File: src/rtl/bcd_time_counter_if.sv
// Control/status bundle between the control FSM, the BCD time counter and the display driver.
interface bcd_time_counter_if #(
    parameter int MIN_DIGITS = 1,
    parameter int TW         = 4 * (MIN_DIGITS + 2)
);
    logic          CounterEnable;
    logic [3:0]    CounterInput;
    logic          CountDown;
    logic          Load;
    logic [TW-1:0] LoadTime;
    logic [TW-1:0] PresentTime;
    logic          Rollover;
    logic          Done;
    logic          LoadErr;

    modport master (
        output CounterEnable, CounterInput, CountDown, Load, LoadTime,
        input  PresentTime, Rollover, Done, LoadErr
    );

    modport slave (
        input  CounterEnable, CounterInput, CountDown, Load, LoadTime,
        output PresentTime, Rollover, Done, LoadErr
    );
endinterface

File: src/rtl/bcd_time_counter.sv
// BCD M..M:SS time counter: up/down steps of 0..15 s, validated parallel load,
// wrap or saturate at the limits, with Rollover/Done/LoadErr status.
module bcd_time_counter #(
    parameter int MIN_DIGITS = 1,
    parameter int WRAP_MODE  = 1,
    parameter int TW         = 4 * (MIN_DIGITS + 2)
) (
    input logic               Clk,
    input logic               Reset,
    bcd_time_counter_if.slave bus
);
    localparam int            MW      = 4 * MIN_DIGITS;
    localparam logic [TW-1:0] MAX_BCD = {{MIN_DIGITS{4'h9}}, 8'h59};

    typedef enum logic {RUN, DONE} state_t;

    state_t        state;
    logic          sat_dn;
    logic [TW-1:0] time_q;
    logic          rollover_q;
    logic          loaderr_q;

    logic signed [7:0] sec_p0;
    logic              sec_wrap_p0;
    logic [MW:0]       min_p0;
    logic [TW-1:0]     next_time_p0;
    logic              limit_hit_p0;

    function automatic logic load_valid(input logic [TW-1:0] t);
        logic ok;
        ok = (t[7:4] <= 4'd5) && (t[3:0] <= 4'd9);
        for (int i = 0; i < MIN_DIGITS; i++)
            if (t[8+4*i +: 4] > 4'd9) ok = 1'b0;
        return ok;
    endfunction

    function automatic logic [7:0] sec_to_bcd(input logic [5:0] s);
        return {4'(s / 6'd10), 4'(s % 6'd10)};
    endfunction

    // Ripple a one-minute carry/borrow through the BCD minute digits; MSB is the overflow out.
    function automatic logic [MW:0] min_step(input logic [MW-1:0] m, input logic dn, input logic cin);
        logic [MW-1:0] r;
        logic          c;
        r = m;
        c = cin;
        for (int i = 0; i < MIN_DIGITS; i++) begin
            if (c) begin
                if (!dn) begin
                    if (m[4*i +: 4] == 4'd9) r[4*i +: 4] = 4'd0;
                    else begin
                        r[4*i +: 4] = m[4*i +: 4] + 4'd1;
                        c = 1'b0;
                    end
                end else begin
                    if (m[4*i +: 4] == 4'd0) r[4*i +: 4] = 4'd9;
                    else begin
                        r[4*i +: 4] = m[4*i +: 4] - 4'd1;
                        c = 1'b0;
                    end
                end
            end
        end
        return {c, r};
    endfunction

    function automatic logic [TW-1:0] limit_time(input logic dn);
        return dn ? '0 : MAX_BCD;
    endfunction

    always_comb begin
        sec_p0 = signed'({4'b0, time_q[7:4]}) * 8'sd10 + signed'({4'b0, time_q[3:0]});
        if (bus.CountDown) sec_p0 = sec_p0 - signed'({4'b0, bus.CounterInput});
        else               sec_p0 = sec_p0 + signed'({4'b0, bus.CounterInput});
        sec_wrap_p0 = 1'b0;
        if (sec_p0 > 8'sd59) begin
            sec_p0      = sec_p0 - 8'sd60;
            sec_wrap_p0 = 1'b1;
        end else if (sec_p0 < 8'sd0) begin
            sec_p0      = sec_p0 + 8'sd60;
            sec_wrap_p0 = 1'b1;
        end
        min_p0       = min_step(time_q[TW-1:8], bus.CountDown, sec_wrap_p0);
        next_time_p0 = {min_p0[MW-1:0], sec_to_bcd(sec_p0[5:0])};
        limit_hit_p0 = min_p0[MW];
    end

    // Output register stage: Reset > Load > CounterEnable
    always_ff @(posedge Clk) begin
        if (Reset) begin
            time_q     <= '0;
            rollover_q <= 1'b0;
            loaderr_q  <= 1'b0;
            state      <= RUN;
            sat_dn     <= 1'b0;
        end else begin
            rollover_q <= 1'b0;
            loaderr_q  <= 1'b0;
            if (bus.Load) begin
                if (load_valid(bus.LoadTime)) begin
                    time_q <= bus.LoadTime;
                    state  <= RUN;
                end else begin
                    loaderr_q <= 1'b1;
                end
            end else if (bus.CounterEnable) begin
                case (state)
                    RUN: begin
                        if (!limit_hit_p0) begin
                            time_q <= next_time_p0;
                        end else if (WRAP_MODE != 0) begin
                            time_q     <= next_time_p0;
                            rollover_q <= 1'b1;
                        end else begin
                            time_q <= limit_time(bus.CountDown);
                            sat_dn <= bus.CountDown;
                            state  <= DONE;
                        end
                    end
                    DONE: begin
                        // Only stepping away from the saturated limit releases DONE.
                        if (bus.CountDown != sat_dn) begin
                            time_q <= next_time_p0;
                            state  <= RUN;
                        end
                    end
                    default: state <= RUN;
                endcase
            end
        end
    end

    assign bus.PresentTime = time_q;
    assign bus.Rollover    = rollover_q;
    assign bus.LoadErr     = loaderr_q;
    assign bus.Done        = (state == DONE);
endmodule

File: src/flat_wrapper.sv
// flat-port wrapper written by rule: the top's interface ports become plain ports
module bcd_time_counter_flat 
#(
    parameter int MIN_DIGITS = 1,
    parameter int WRAP_MODE  = 1,
    parameter int TW         = 4 * (MIN_DIGITS + 2)
)
  (Clk, Reset, bus_CounterEnable, bus_CounterInput, bus_CountDown, bus_Load, bus_LoadTime, bus_PresentTime, bus_Rollover, bus_Done, bus_LoadErr);
  bcd_time_counter_if #(.MIN_DIGITS(MIN_DIGITS), .TW(TW)) bus_i ();
  input logic Clk;
  input logic Reset;
  input wire logic [$bits(bus_i.CounterEnable)-1:0] bus_CounterEnable;
  input wire logic [$bits(bus_i.CounterInput)-1:0] bus_CounterInput;
  input wire logic [$bits(bus_i.CountDown)-1:0] bus_CountDown;
  input wire logic [$bits(bus_i.Load)-1:0] bus_Load;
  input wire logic [$bits(bus_i.LoadTime)-1:0] bus_LoadTime;
  output wire logic [$bits(bus_i.PresentTime)-1:0] bus_PresentTime;
  output wire logic [$bits(bus_i.Rollover)-1:0] bus_Rollover;
  output wire logic [$bits(bus_i.Done)-1:0] bus_Done;
  output wire logic [$bits(bus_i.LoadErr)-1:0] bus_LoadErr;
  assign bus_i.CounterEnable = bus_CounterEnable;
  assign bus_i.CounterInput = bus_CounterInput;
  assign bus_i.CountDown = bus_CountDown;
  assign bus_i.Load = bus_Load;
  assign bus_i.LoadTime = bus_LoadTime;
  assign bus_PresentTime = bus_i.PresentTime;
  assign bus_Rollover = bus_i.Rollover;
  assign bus_Done = bus_i.Done;
  assign bus_LoadErr = bus_i.LoadErr;
  bcd_time_counter #(.MIN_DIGITS(MIN_DIGITS), .WRAP_MODE(WRAP_MODE), .TW(TW)) u_core (.Clk(Clk), .Reset(Reset), .bus(bus_i));
endmodule
File: config.mk
export PLATFORM = sky130hd
export DESIGN_NAME = bcd_time_counter_flat
export DESIGN_NICKNAME = d
export VERILOG_FILES = /design/src/rtl/bcd_time_counter_if.sv /design/src/rtl/bcd_time_counter.sv /design/src/flat_wrapper.sv
export SDC_FILE = /design/constraint.sdc
export NUM_CORES = 1
export LEC_CHECK = 0
export CAP_MARGIN = 25
export CORE_ASPECT_RATIO = 1.1
export CORE_MARGIN = 2
export CORE_UTILIZATION = 54
export DETAILED_ROUTE_END_ITERATION = 8
export HOLD_SLACK_MARGIN = 0.08
export PLACE_DENSITY = 0.81
export SYNTH_ARGS = -nofsm -noshare
export SYNTH_HDL_FRONTEND = slang
export SYNTH_SLANG_ARGS = --single-unit
File: constraint.sdc
create_clock -name Clk -period 6.05 [get_ports Clk]
set_input_delay 0.9075 -clock Clk [delete_from_list [all_inputs] [get_ports Clk]]
set_output_delay 0.9075 -clock Clk [all_outputs]
set_load 0.01 [all_outputs]
==> results of run 1 <==
## worst paths after layout
kind                                                              from                                     end
worst min-delay path            u_core.bus.PresentTime[4]$_SDFFE_PP0P_  u_core.bus.PresentTime[4]$_SDFFE_PP0P_
worst max-delay path                               bus_CounterInput[0]  u_core.bus.PresentTime[3]$_SDFFE_PP0P_
worst max register to register  u_core.bus.PresentTime[7]$_SDFFE_PP0P_  u_core.bus.PresentTime[3]$_SDFFE_PP0P_
worst min register to register  u_core.bus.PresentTime[4]$_SDFFE_PP0P_  u_core.bus.PresentTime[4]$_SDFFE_PP0P_
## routing by layer
metal | vias to the layer above | track usage
li1 | 1077 | -
met1 | 987 | 0.306
met2 | 45 | 0.438
met3 | 2 | 0.0193
met4 | 0 | 0.0496
met5 | - | 0
## flip-flops by register name (all words and copies together) (netlist names)
register,flops
u_core.bus.Done,1
u_core.bus.PresentTime,12
u_core.bus.Rollover,1
u_core.bus.LoadErr,1
## final cells by class
cell class              instances  area (sq um)  area share
multi-input cells             226          1780       0.670
repair buffers                 43           410       0.155
flip-flops and latches         15           300       0.113
well taps                      52          65.1      0.0246
inverters                      14          52.6      0.0198
clock buffers                   4          45.0      0.0170
## cell usage in the layout (no fill, tap or decap), types with 6 or more instances in the layout
master / n
xnor2_1: 8
nor2_1: 24
nand2_1: 18
o21ai_0: 12
clkdlybuf4s50_1: 35
a211oi_1: 7
dfxtp_1: 15
nor3_1: 9
inv_1: 14
buf_4: 8
a21oi_1: 19
ha_1: 21
mux2i_1: 6
nand3_1: 6
## metrics by stage
step	utilization	cells	hold slack [ns]	cell area [sq um]	setup TNS, ns
floorplan	-	265	0.505	2150	0
global placement	0.655	350	0.503	2560	0
detailed placement	0.655	350	0.516	2560	-0.0158
CTS	0.667	354	0.524	2600	0
global route	0.679	354	0.550	2650	0
finish	0.679	354	0.523	2650	0
## critical path, stage by stage
cell,delay [ns]
clkdlybuf4s50_1,0.55
inv_1,0.07
ha_1,0.30
mux2i_2,0.23
ha_1,0.27
nor2b_1,0.14
o31a_2,0.33
a21oi_2,0.18
ha_1,0.17
nand2_1,0.05
o221ai_1,0.21
nor2_1,0.12
a22o_1,0.27
or2_4,0.24
a2111oi_4,0.37
a21oi_1,0.12
nor2_1,0.09
a311oi_1,0.07
ha_1,0.29
or3_1,0.38
a21oi_1,0.15
o21bai_1,0.09
a211oi_1,0.22
## repair_timing
action                     CTS  global route
hold buffers                 0             0
setup endpoints to repair    0             1
setup buffers                0             0
resized for setup            0             8
## cell families (layout without fill, tap and decap cells)
kind of cell,count (synthesis),count (layout),share of synthesized area
XOR/XNOR,13,13,0.0599
flip-flops,15,15,0.140
AO/OA/AOI/OAI,92,92,0.322
AND/OR/NAND/NOR,84,84,0.208
buffers and inverters,24,61,0.0570
multiplexers,12,12,0.0599
adder cells (fa/ha/maj),25,25,0.155
==> summary.md, run 1 <==
| Metric | Value |
|---|---|
| Outcome | `finished, final reports clean` |
| Drt first pass iters | `4` |
| Startpoint types | `input pin` |
| Slew HR | `0.536` |
| Final worst-path cycle share | `0.937` |
| Maxcap violations | `0` |
| CP Capture Type | `flop` |
| Dominant synthesized flop cell | `dfxtp_1` |
| Largest net degree at the start of global routing | `25` |
| Ports | `36` |
| Sequential area share after synthesis | `0.140` |
| Worst Path Arrival | `just under 6 ns` |
| Post-synth top area share | `0.140` |
| Post-synth EDFFs | `0` |
| Skew-Pair Late Insertion Delay | `0.24 ns` |
| Detailed placer's ending HPWL | `approximately 4.2 mm` |
| DRC errors left | `0` |
| Initial antenna violation count | `0` |
| Die ar. | `about 4500 sq um` |
| Syn nets | `310` |
| Async SR Flop Fraction | `0` |
| Final setup violation count | `0` |
| Per-cell routed wire length | `between 10 and 15 microns` |
| Layout Nets | `348` |
| Met3 Routed Length | `roughly 160 microns` |
| Row count | `24` |
| Clock-pin slew of the registers on the worst-case setup and hold paths | `about 0.060 ns` |
| Longest Clk Path Bufs | `2` |
| Initial Util | `0.551` |
| Min cycle time layout | `between 5 and 6 ns` |
| Setup WS post-layout | `approximately 0.38 ns` |
| Clk_skew | `around 0.0010 ns` |
| Hold Crit Depth | `2` |
| Critical path class | `input pin to flop` |
| Total congestion overflow | `0` |
| Unrepaired setup endpoints after global routing | `no` |
| Drt initial violations | `~130` |
| Core footprint | `between 3000 and 4000 sq um` |
| Clock sink total | `15` |
| Met1 Routed Length | `around 2.4 mm` |
| Warnings, synthesis | `0` |
| First-pass GRT wire length | `8.89 mm` |
| Worst reg2reg setup slack | `about 0.64 ns` |
| Post-synth top area cell | `dfxtp_1` |
| Ant diodes | `0` |
| Hold Path Class | `flop to flop` |
| Cells after Synth | `between 200 and 300` |
| Avg Cell Area, Syn | `8.12 sq um` |
| Worst-path fanout max | `5` |
| CTS tree | `done` |
| Hold Fails Final Rpt | `0` |
| Layout Area Growth over Synthesis | `23.1%` |
| Synth cell count leaders | `nor2_1, a21oi_1, ha_1` |
| Vias in the first global route | `between 2000 and 2500` |
| Remaining antenna violation count | `0` |
| Vias post-DR | `2111` |
| Actual slew at the worst max-slew pin | `around 0.7 ns` |
| Met2 routed WL | `around 2.7 mm` |
| Worst Path Required | `6.20 ns` |
| Pre-CTS WS | `-0.0158 ns` |
| Port buffer count | `35` |
| Final wirelength | `between 5 and 6 mm` |
| Routed vias/inst | `between 5 and 6` |
| Most common cell in the netlist | `nor2_1` |
| Mapped Area | `between 2000 and 2500 sq um` |
| Synth Register Bits | `15` |
| Layout cell share with drive strength beyond 1 | `0.142` |
| Netlist cell types | `a little over 70` |
| Die width | `approximately 64 microns` |
| FMAX | `around 180 MHz` |
| Fill cells | `around 340` |
| CTS Buf Count | `3` |
| Max Used Layer | `met4` |
| Root Buffer | `clkbuf_8` |
| Routability congestion estimate from global placement | `approximately 0.93` |
| Max H-tree Level | `1` |
| Pins Over Slew Limit | `0` |
| All-layer global routing usage | `0.240` |
| Die Y | `70.2 microns` |
| Reg2reg path depth | `21` |
| Leading post-synthesis cells by cell area | `dfxtp_1, ha_1, a21oi_1, nor2_1, mux2i_1` |
Power of run 1 is left out: the tool's default activity adds up to more than one toggle a clock period on the data nets, which glitch-free logic cannot reach.
==> inputs of run 2 (changes only) <==
==> constraint.sdc (replaced) <==
create_clock -name Clk -period 6.05 [get_ports Clk]
set_input_delay 1.5125 -clock Clk [delete_from_list [all_inputs] [get_ports Clk]]
set_output_delay 1.5125 -clock Clk [all_outputs]
set_load 0.01 [all_outputs]
==> run 2 against run 1 <==
Net effect: fmax decreased by 3.7%; worst hold slack got worse by 0.014 ns; via count increased by 5.4%.
==> summary.md, run 2 (synthesized netlist as in run 1, its figures left out) <==
| Metric | Value |
|---|---|
| Most common cell after layout, fill and taps aside | `buf_4` |
| Max H-tree Level | `1` |
| Vias post-DR | `approximately 2200` |
| Ant diodes | `0` |
| Startpoint types | `input pin` |
| Root Buffer | `clkbuf_8` |
| Final setup violation count | `0` |
| Clock-pin slew of the registers on the worst-case setup and hold paths | `~0.060 ns` |
| Routed vias/inst | `between 5 and 6` |
| Drt first pass iters | `5` |
| Layout Area Growth over Synthesis | `34.9%` |
| CP Capture Type | `flop` |
| Clock sink total | `15` |
| Routability congestion estimate from global placement | `0.885` |
| Pins Over Slew Limit | `0` |
| GRT met3 Usage | `0.0177` |
| Total congestion overflow | `0` |
| Vias in the first global route | `about 2100` |
| Initial antenna violation count | `0` |
| Most frequent cells in the layout | `buf_4, clkdlybuf4s50_1, nor2_1` |
| Maxcap violations | `0` |
| Flip-flop count of the largest register after layout | `12` |
| Largest net degree at the start of global routing | `25` |
| Ports | `36` |
| Met1 Use GR | `0.331` |
| Worst Path Arrival | `about 6 ns` |
| Critical path startpoint | `bus_CounterInput[3]` |
| Die Y | `70.2 microns` |
| Actual slew at the worst max-slew pin | `0.727 ns` |
| Core footprint | `3900 sq um` |
| Layout Nets | `375` |
| Hold Fails Final Rpt | `0` |
| Hold Path Class | `flop to flop` |
| FMAX | `170 MHz` |
| Remaining antenna violation count | `0` |
| Reg area | `~300 sq um` |
| Clk_skew | `0.00451 ns` |
| Die width | `between 60 and 70 microns` |
| First-pass GRT wire length | `between 9 and 10 mm` |
| DRC errors left | `0` |
| Row count | `24` |
| Area of the multi-input gates | `about 1800 sq um` |
| Layout cell share with drive strength beyond 1 | `0.228` |
| CTS Buf Count | `3` |
| Hold_sp | `u_core.bus.PresentTime[4]$_SDFFE_PP0P_` |
| Die ar. | `approximately 4500 sq um` |
| Worst Path Required | `around 6.2 ns` |
| Outcome | `finished, final reports clean` |
| Fill cells | `roughly 310` |
| Critical path class | `input pin to flop` |
| Min cycle time layout | `between 5 and 6 ns` |
| Skew-Pair Late Insertion Delay | `roughly 0.25 ns` |
| Total Neg Setup Slack | `0 ns` |
| Port buffer count | `35` |
| Detailed placer's ending HPWL | `4.38 mm` |
| Longest Clk Path Bufs | `2` |
| CTS tree | `done` |
| All-layer global routing usage | `0.252` |
| Cts hold-fix bufs | `0` |
| Slew HR | `0.514` |
| Worst-path fanout max | `4` |
| Reg2reg start | `u_core.bus.PresentTime[7]$_SDFFE_PP0P_` |
| Met2 usage | `0.446` |
| Final wirelength | `around 5.7 mm` |
| Final worst-path cycle share | `0.974` |
| Drt initial violations | `around 140` |
| Gr busiest metal | `met2` |
| Per-cell routed wire length | `~15 microns` |
| Hold Worst Slack | `0.509 ns` |
| Initial Util | `0.551` |
[run 2: cell count changes in the layout (fill, tap and decap cells not counted), moves of 2 or more]
cell	delta
buf_4	+27
clkdlybuf4s50_1	-4
dlymetal6s2s_1	+3
ha_1	-2
ha_2	+2
[run 2: worst paths after layout]
path / end / slack [ns] / cells after the start
max: u_core.bus.PresentTime[3]$_SDFFE_PP0P_ / 0.16 / 23
min: u_core.bus.PresentTime[4]$_SDFFE_PP0P_ / 0.51 / 2
min reg2reg: u_core.bus.PresentTime[4]$_SDFFE_PP0P_ / 0.51 / 2
max reg2reg: u_core.bus.PresentTime[3]$_SDFFE_PP0P_ / 0.72 / 23
[run 2: critical path: stages]
cell and delay (ns):
clkdlybuf4s50_1 0.51, inv_1 0.08, ha_1 0.30, mux2i_1 0.16, ha_1 0.28, o21a_1 0.13
o31a_2 0.13, a21oi_2 0.14, ha_1 0.16, nand2_1 0.08, o221ai_4 0.19, nor2_4 0.08
a22o_1 0.25, or2_4 0.24, a2111oi_4 0.34, nor4_1 0.09, a311oi_1 0.39, ha_2 0.29
buf_4 0.12, o21ai_1 0.07, o31ai_1 0.23, a21oi_1 0.08, a211oi_1 0.22
[run 2: per-stage QoR]
| step | worst slack (ns) | utilization | area, sq um | cells |
|---|---|---|---|---|
| 6_report | 0.158 | 0.744 | 2900 | 381 |
| 5_1_grt | -0.130 | 0.744 | 2900 | 381 |
| 4_1_cts | 0.0409 | 0.720 | 2810 | 379 |
| 3_5_place_dp | -0.426 | 0.701 | 2740 | 374 |
| 3_3_place_gp | -0.316 | 0.701 | 2740 | 374 |
| 2_1_floorplan | 0.162 | - | 2150 | 265 |
[run 2: layer usage]
metal,up-vias,routed length [microns]
met5,-,0
met4,0,63
met3,9,247
met2,78,2910
met1,1017,2470
li1,1122,-
[run 2: cell type report]
class,instances,area share
clock buffer,4,0.0155
inverter,14,0.0181
multi-input combinational,226,0.629
sequential,15,0.103
tap,52,0.0224
timing repair buffer,70,0.212
[run 2: repair_timing]
item,CTS,global route
setup endpoints to repair,1,2
buffers inserted,1,2
pin swaps,1,12
gates cloned,0,0
resized for setup,6,17
hold endpoints to repair,0,0
Power of run 2 is left out for the same reason.
==> RTL change 1, RTL diff (config.mk and constraints of run 1) <==
`WRAP_MODE` is set to 1 in 2 places; all go to 0.
--- a/src/rtl/bcd_time_counter.sv
+++ b/src/rtl/bcd_time_counter.sv
@@ -2,7 +2,7 @@
 // wrap or saturate at the limits, with Rollover/Done/LoadErr status.
 module bcd_time_counter #(
     parameter int MIN_DIGITS = 1,
-    parameter int WRAP_MODE  = 1,
+    parameter int WRAP_MODE  = 0,
     parameter int TW         = 4 * (MIN_DIGITS + 2)
 ) (
     input logic               Clk,
--- a/src/flat_wrapper.sv
+++ b/src/flat_wrapper.sv
@@ -2,7 +2,7 @@
 module bcd_time_counter_flat 
 #(
     parameter int MIN_DIGITS = 1,
-    parameter int WRAP_MODE  = 1,
+    parameter int WRAP_MODE  = 0,
     parameter int TW         = 4 * (MIN_DIGITS + 2)
 )
   (Clk, Reset, bus_CounterEnable, bus_CounterInput, bus_CountDown, bus_Load, bus_LoadTime, bus_PresentTime, bus_Rollover, bus_Done, bus_LoadErr);
Formal check against the unedited RTL: not equivalent (Yosys sat finds a counterexample within 4 cycles, from zero or initial values and one cycle with Reset high).
==> RTL change 1 against run 1 <==
Synthesized area grew 4.1%; final area grew 6.0%; setup slack lost 6.4 ps; sequential cell count is the same; wire length grew 8.1%; critical endpoint unchanged; largest cell class unchanged.
==> RTL change 1: results (changes against run 1) <==
The fraction of layout cells with a size suffix above 1 came out at 15.7% (was 14.2%). The share of the synthesized area in the top cell type is 13.4% (was 14.0%). The post-route clock skew is 5.79 ps (was 0.996 ps).

Run status: finished clean (unchanged). The xor-xnor portion of the synthesized cell area came out at 7.09% (was 5.99%). The number of buffers inserted by port buffering is 34 (was 35). The HPWL reported at the end of detailed placement came out at 4.24 mm (was 4.22 mm).

The total routing resource utilization after global routing is 24.0% (about the same). The area fraction in compound gates after synthesis came out at 33.2% (was 32.2%). The sequential area share after synthesis came to 13.4% (was 14.0%). The signal arrival time at the worst endpoint came to 5830 ps (was 5820 ps). The via count of the first global-routing pass came out at 2015 (was 2030). The post-route met1 wirelength came out at 2.56 mm (was 2.36 mm). The maximum number of pins on one net before global-route repair is 27 (was 25). The adder-cell share of the synthesized area came to 15.0% (was 15.5%). The worst setup slack after placement came out at -181 ps (was -15.8 ps). The global-route wire length before repair is 9.09 mm (was 8.89 mm). The final routed wire length divided by cell count came out at 15.2 µm (was 14.9 µm). The number of detailed-routing iterations run before antenna repair is 5 (was 4). Most area-consuming cells after synthesis: sky130_fd_sc_hd__dfxtp_1, sky130_fd_sc_hd__ha_1, sky130_fd_sc_hd__nand2_1, sky130_fd_sc_hd__a211oi_1, sky130_fd_sc_hd__xnor2_1 (was sky130_fd_sc_hd__dfxtp_1, sky130_fd_sc_hd__ha_1, sky130_fd_sc_hd__a21oi_1, sky130_fd_sc_hd__nor2_1, sky130_fd_sc_hd__mux2i_1). Most used standard cells in the synthesized netlist: sky130_fd_sc_hd__nand2_1, sky130_fd_sc_hd__ha_1, sky130_fd_sc_hd__nor2_1 (was sky130_fd_sc_hd__nor2_1, sky130_fd_sc_hd__a21oi_1, sky130_fd_sc_hd__ha_1).

The mux share of post-synthesis cell area came out at 2.90% (was 5.99%). The met2 usage in global routing is 40.4% (was 43.8%). The detailed route wirelength on metal3 is 339 µm (was 159 µm). The synthesized net count is 333 (was 310).
[RTL change 1: kinds of logic (layout without fill, tap and decap cells)]
group,after synthesis,count (layout)
simple gates,98,98
compound gates,94,94
buf+inv,32,70
fa+ha+maj,25,25
xor+xnor,16,16
flops,15,15
mux,6,6
other cells,1,1
[RTL change 1: metrics by stage]
stage / setup TNS (ps) / cells
CTS: 0 / 376
floorplan: 0 / 287
global placement: 0 / 372
global route: -2.72 / 377
detailed placement: -181 / 372
finish: 0 / 377
[RTL change 1: power groups by stage]
| stage | logic, W | registers, W | clock network, W |
|---|---|---|---|
| finish | 0.00157 | 0.000134 | 0.0000829 |
| global route | 0.00171 | 0.000137 | 0.0000898 |
| CTS | 0.00142 | 0.000134 | 0.0000846 |
| detailed placement | 0.00141 | 0.000136 | 0 |
| global placement | 0.00138 | 0.000135 | 0 |
| floorplan | 0.00110 | 0.000135 | 0 |
[RTL change 1: timing repair]
action	CTS	global route
setup endpoints to repair	0	3
resized for setup	0	19
buffers inserted	0	1
[RTL change 1: worst register-to-register path, stage by stage, from the launching register on]
cell and delay, ps:
sky130_fd_sc_hd__dfxtp_1 450, sky130_fd_sc_hd__ha_1 300, sky130_fd_sc_hd__ha_1 320, sky130_fd_sc_hd__a21oi_1 130, sky130_fd_sc_hd__nand2_1 90, sky130_fd_sc_hd__xor2_1 160
sky130_fd_sc_hd__ha_1 360, sky130_fd_sc_hd__and2_4 190, sky130_fd_sc_hd__a221o_1 350, sky130_fd_sc_hd__or3_4 410, sky130_fd_sc_hd__a311oi_4 390, sky130_fd_sc_hd__buf_6 180
sky130_fd_sc_hd__mux2i_4 220, sky130_fd_sc_hd__mux2i_2 130, sky130_fd_sc_hd__a2111oi_4 400, sky130_fd_sc_hd__xnor2_1 110, sky130_fd_sc_hd__nor2_1 160, sky130_fd_sc_hd__a21oi_1 60
sky130_fd_sc_hd__ha_1 200, sky130_fd_sc_hd__inv_1 100, sky130_fd_sc_hd__nand2_1 80, sky130_fd_sc_hd__o211ai_1 160, sky130_fd_sc_hd__a21oi_1 70, sky130_fd_sc_hd__a2111oi_2 310
[RTL change 1: final cells by class]
type / count / area, µm²
clock inverters: 1 / 5.00
fillers: 339 / 1160
flip-flops and latches: 15 / 300
multi-input cells: 240 / 1870
clock buffers: 3 / 41.3
well taps: 52 / 65.1
repair buffers: 50 / 467
inverters: 16 / 60.1
[RTL change 1: path summary, 6_finish.rpt]
path / start / endpoint / slack, ps / depth (start not counted)
max: bus_CounterInput[0] / u_core.bus.PresentTime[3] / 370 / 27
min: u_core.bus.PresentTime[0] / u_core.bus.PresentTime[0] / 510 / 2
max reg2reg: u_core.bus.PresentTime[6] / u_core.bus.PresentTime[3] / 630 / 23
min reg2reg: u_core.bus.PresentTime[0] / u_core.bus.PresentTime[0] / 510 / 2
==> RTL change 2, RTL diff (config.mk and constraints of run 1) <==
Made on the original files. Reset style: asynchronous (`Reset`), changed in one clocked block.
--- a/src/rtl/bcd_time_counter.sv
+++ b/src/rtl/bcd_time_counter.sv
@@ -86,7 +86,7 @@
     end
 
     // Output register stage: Reset > Load > CounterEnable
-    always_ff @(posedge Clk) begin
+    always_ff @(posedge Clk or posedge Reset) begin
         if (Reset) begin
             time_q     <= '0;
             rollover_q <= 1'b0;
Check against the original RTL: differs if Reset is asserted again (counterexample within 4 cycles, from zero or initial values and one cycle with Reset high); with Reset held inactive, the same outputs for 4 cycles.
==> RTL change 2 against run 1 <==
Final cell count increased by 1.1%; wire length increased by 4.4%; synthesized cell count increased by 2.3%; final area decreased by 1.2%; sequential cell count unchanged; synthesized area unchanged; first-iteration DRC count decreased by 4.6%; fmax increased by 0.63%; setup slack improved by 36 ps; sequential share of layout area increased by 3.0 points.
Power is left out: the tool's default activity adds up to more than one toggle a clock period on the data nets, which glitch-free logic cannot reach.
==> RTL change 2: results (changes against run 1) <==
The maximum net fanout on the critical path came to 7 (was 5). The number of nets at the end of the flow is 352 (was 348). The global-route wire length before repair is 9.38 mm (was 8.89 mm). The source of the critical timing path is bus_CounterInput[0] (unchanged). The number of cells on the worst hold path came out at 2 (unchanged). The count of non-filler cells in the finished layout came to 358 (was 354). The clock transition at the register clock pins on the worst setup and hold paths after CTS is 70 ps. The DRC marker count from the first detailed-route iteration came to 125 (was 131). The placer congestion estimate is 0.863 (was 0.928). The signal arrival time at the worst endpoint came out at 5760 ps (was 5820 ps). The distinct cell type count of the synthesized netlist is 66 (was 71). The internal reg-to-reg setup slack is 710 ps (was 640 ps).

The average instance area after synthesis came out at 7.94 µm² (was 8.12 µm²). The initial antenna violation count came out at 0 (unchanged). The maximum number of pins on one net before global-route repair is 16 (was 25). Most used standard cells in the synthesized netlist: sky130_fd_sc_hd__nand2_1, sky130_fd_sc_hd__nor2_1, sky130_fd_sc_hd__ha_1 (was sky130_fd_sc_hd__nor2_1, sky130_fd_sc_hd__a21oi_1, sky130_fd_sc_hd__ha_1). The worst flop-to-flop path startpoint is u_core.bus.PresentTime[7] (unchanged). The depth of the worst register-to-register path is 21 (unchanged). The share of flip-flops with an asynchronous set or reset after synthesis came out at 100% (was 0%). The normalized max-slew margin came to 61.2% (was 53.6%).

The sequential area share after synthesis is 17.4% (was 14.0%). The master cell of the clock root buffer is sky130_fd_sc_hd__clkbuf_8 (unchanged). Most area-consuming cells after synthesis: sky130_fd_sc_hd__dfrtp_1, sky130_fd_sc_hd__ha_1, sky130_fd_sc_hd__nand2_1, sky130_fd_sc_hd__a21oi_1, sky130_fd_sc_hd__nor2_1 (was sky130_fd_sc_hd__dfxtp_1, sky130_fd_sc_hd__ha_1, sky130_fd_sc_hd__a21oi_1, sky130_fd_sc_hd__nor2_1, sky130_fd_sc_hd__mux2i_1). The post-route clock skew came out at 2.02 ps (was 0.996 ps).

The total routing resource utilization after global routing is 25.6% (was 24.0%). The sink of the worst hold path is u_core.bus.Done (was u_core.bus.PresentTime[4]). Run status: finished clean (unchanged).

The via count of the first global-routing pass is 2045 (was 2030). The destination of the worst register-to-register timing path is u_core.bus.PresentTime[3] (unchanged). The critical path start-end classification is in -> reg (unchanged). The HPWL reported at the end of detailed placement came out at 4.42 mm (was 4.22 mm). The synthesized net count is 316 (was 310). The count of vias placed by the detailed router came out at 2138 (was 2111).

The start point of the worst min-delay path is u_core.bus.Done (was u_core.bus.PresentTime[4]). The count of buffers added by post-CTS timing repair for setup was 0 (unchanged). The final routed wire length divided by cell count is 15.4 µm (was 14.9 µm). The fraction of layout cells with a size suffix above 1 came out at 8.82% (was 14.2%). The post-route worst hold slack came to 548 ps (was 523 ps).
RTL change 2: metrics by stage:
step / utilization [%] / setup TNS [ps] / worst slack (ps) / instance area, µm²
final: 67.0 / 0 / 414 / 2620
after global routing: 67.0 / 0 / 49.6 / 2620
after CTS: 67.0 / 0 / 241 / 2610
after detailed placement: 65.8 / -12.1 / -12.1 / 2570
after global placement: 65.8 / 0 / 295 / 2570
after floorplan: - / 0 / 964 / 2150
RTL change 2: worst max-delay path: stages:
cell	delay [ps]
sky130_fd_sc_hd__clkdlybuf4s50_1	520
sky130_fd_sc_hd__inv_1	60
sky130_fd_sc_hd__ha_1	210
sky130_fd_sc_hd__nor2_1	110
sky130_fd_sc_hd__xnor2_1	80
sky130_fd_sc_hd__ha_1	460
sky130_fd_sc_hd__a21oi_1	140
sky130_fd_sc_hd__and3_1	240
sky130_fd_sc_hd__nor2_2	210
sky130_fd_sc_hd__ha_1	180
sky130_fd_sc_hd__nand2_1	40
sky130_fd_sc_hd__o21ai_0	210
sky130_fd_sc_hd__nor3_2	90
sky130_fd_sc_hd__a31oi_4	270
sky130_fd_sc_hd__mux2i_1	160
sky130_fd_sc_hd__mux2_2	300
sky130_fd_sc_hd__o311ai_1	270
sky130_fd_sc_hd__mux2_4	220
sky130_fd_sc_hd__xor2_2	160
sky130_fd_sc_hd__ha_1	200
sky130_fd_sc_hd__inv_1	60
sky130_fd_sc_hd__and4_1	140
sky130_fd_sc_hd__a2111oi_0	430
sky130_fd_sc_hd__nor3_1	90
RTL change 2: cell type report:
type,count,area share [%]
inverter,17,2.44
sequential,15,14.3
clock inverter,1,0.191
tap,52,2.49
timing repair buffer,39,14.5
clock buffer,3,1.58
multi-input combinational,231,64.4
RTL change 2: cell families (layout without fill, tap and decap cells):
| group | count (synthesis) | in the layout | share of synthesized area (%) |
|---|---|---|---|
| and+or+nand+nor | 110 | 110 | 27.4 |
| AOI/OAI and AO/OA | 73 | 73 | 23.3 |
| buffers and inverters | 25 | 60 | 4.36 |
| adders and majority gates | 24 | 24 | 15.0 |
| xor gates and xnor gates | 15 | 15 | 7.50 |
| DFF | 15 | 15 | 17.4 |
| muxes | 9 | 9 | 5.06 |
RTL change 2: what timing repair did:
item / CTS / global route
endpoints found under the setup margin: 0 / 1
hold buffers: 0 / 0
gates resized for setup: 0 / 1
RTL change 2: metal layers:
metal / part of all wire [%] / wire length (µm) / vias to the layer above / GRT usage [%]
met3: 3.6 / 198 / 17 / 3.22
met5: 0 / 0 / - / 0
met4: 2.5 / 136 / 0 / 7.57
met2: 48 / 2650 / 52 / 43.5
met1: 46 / 2540 / 1004 / 34.0
li1: - / - / 1065 / -
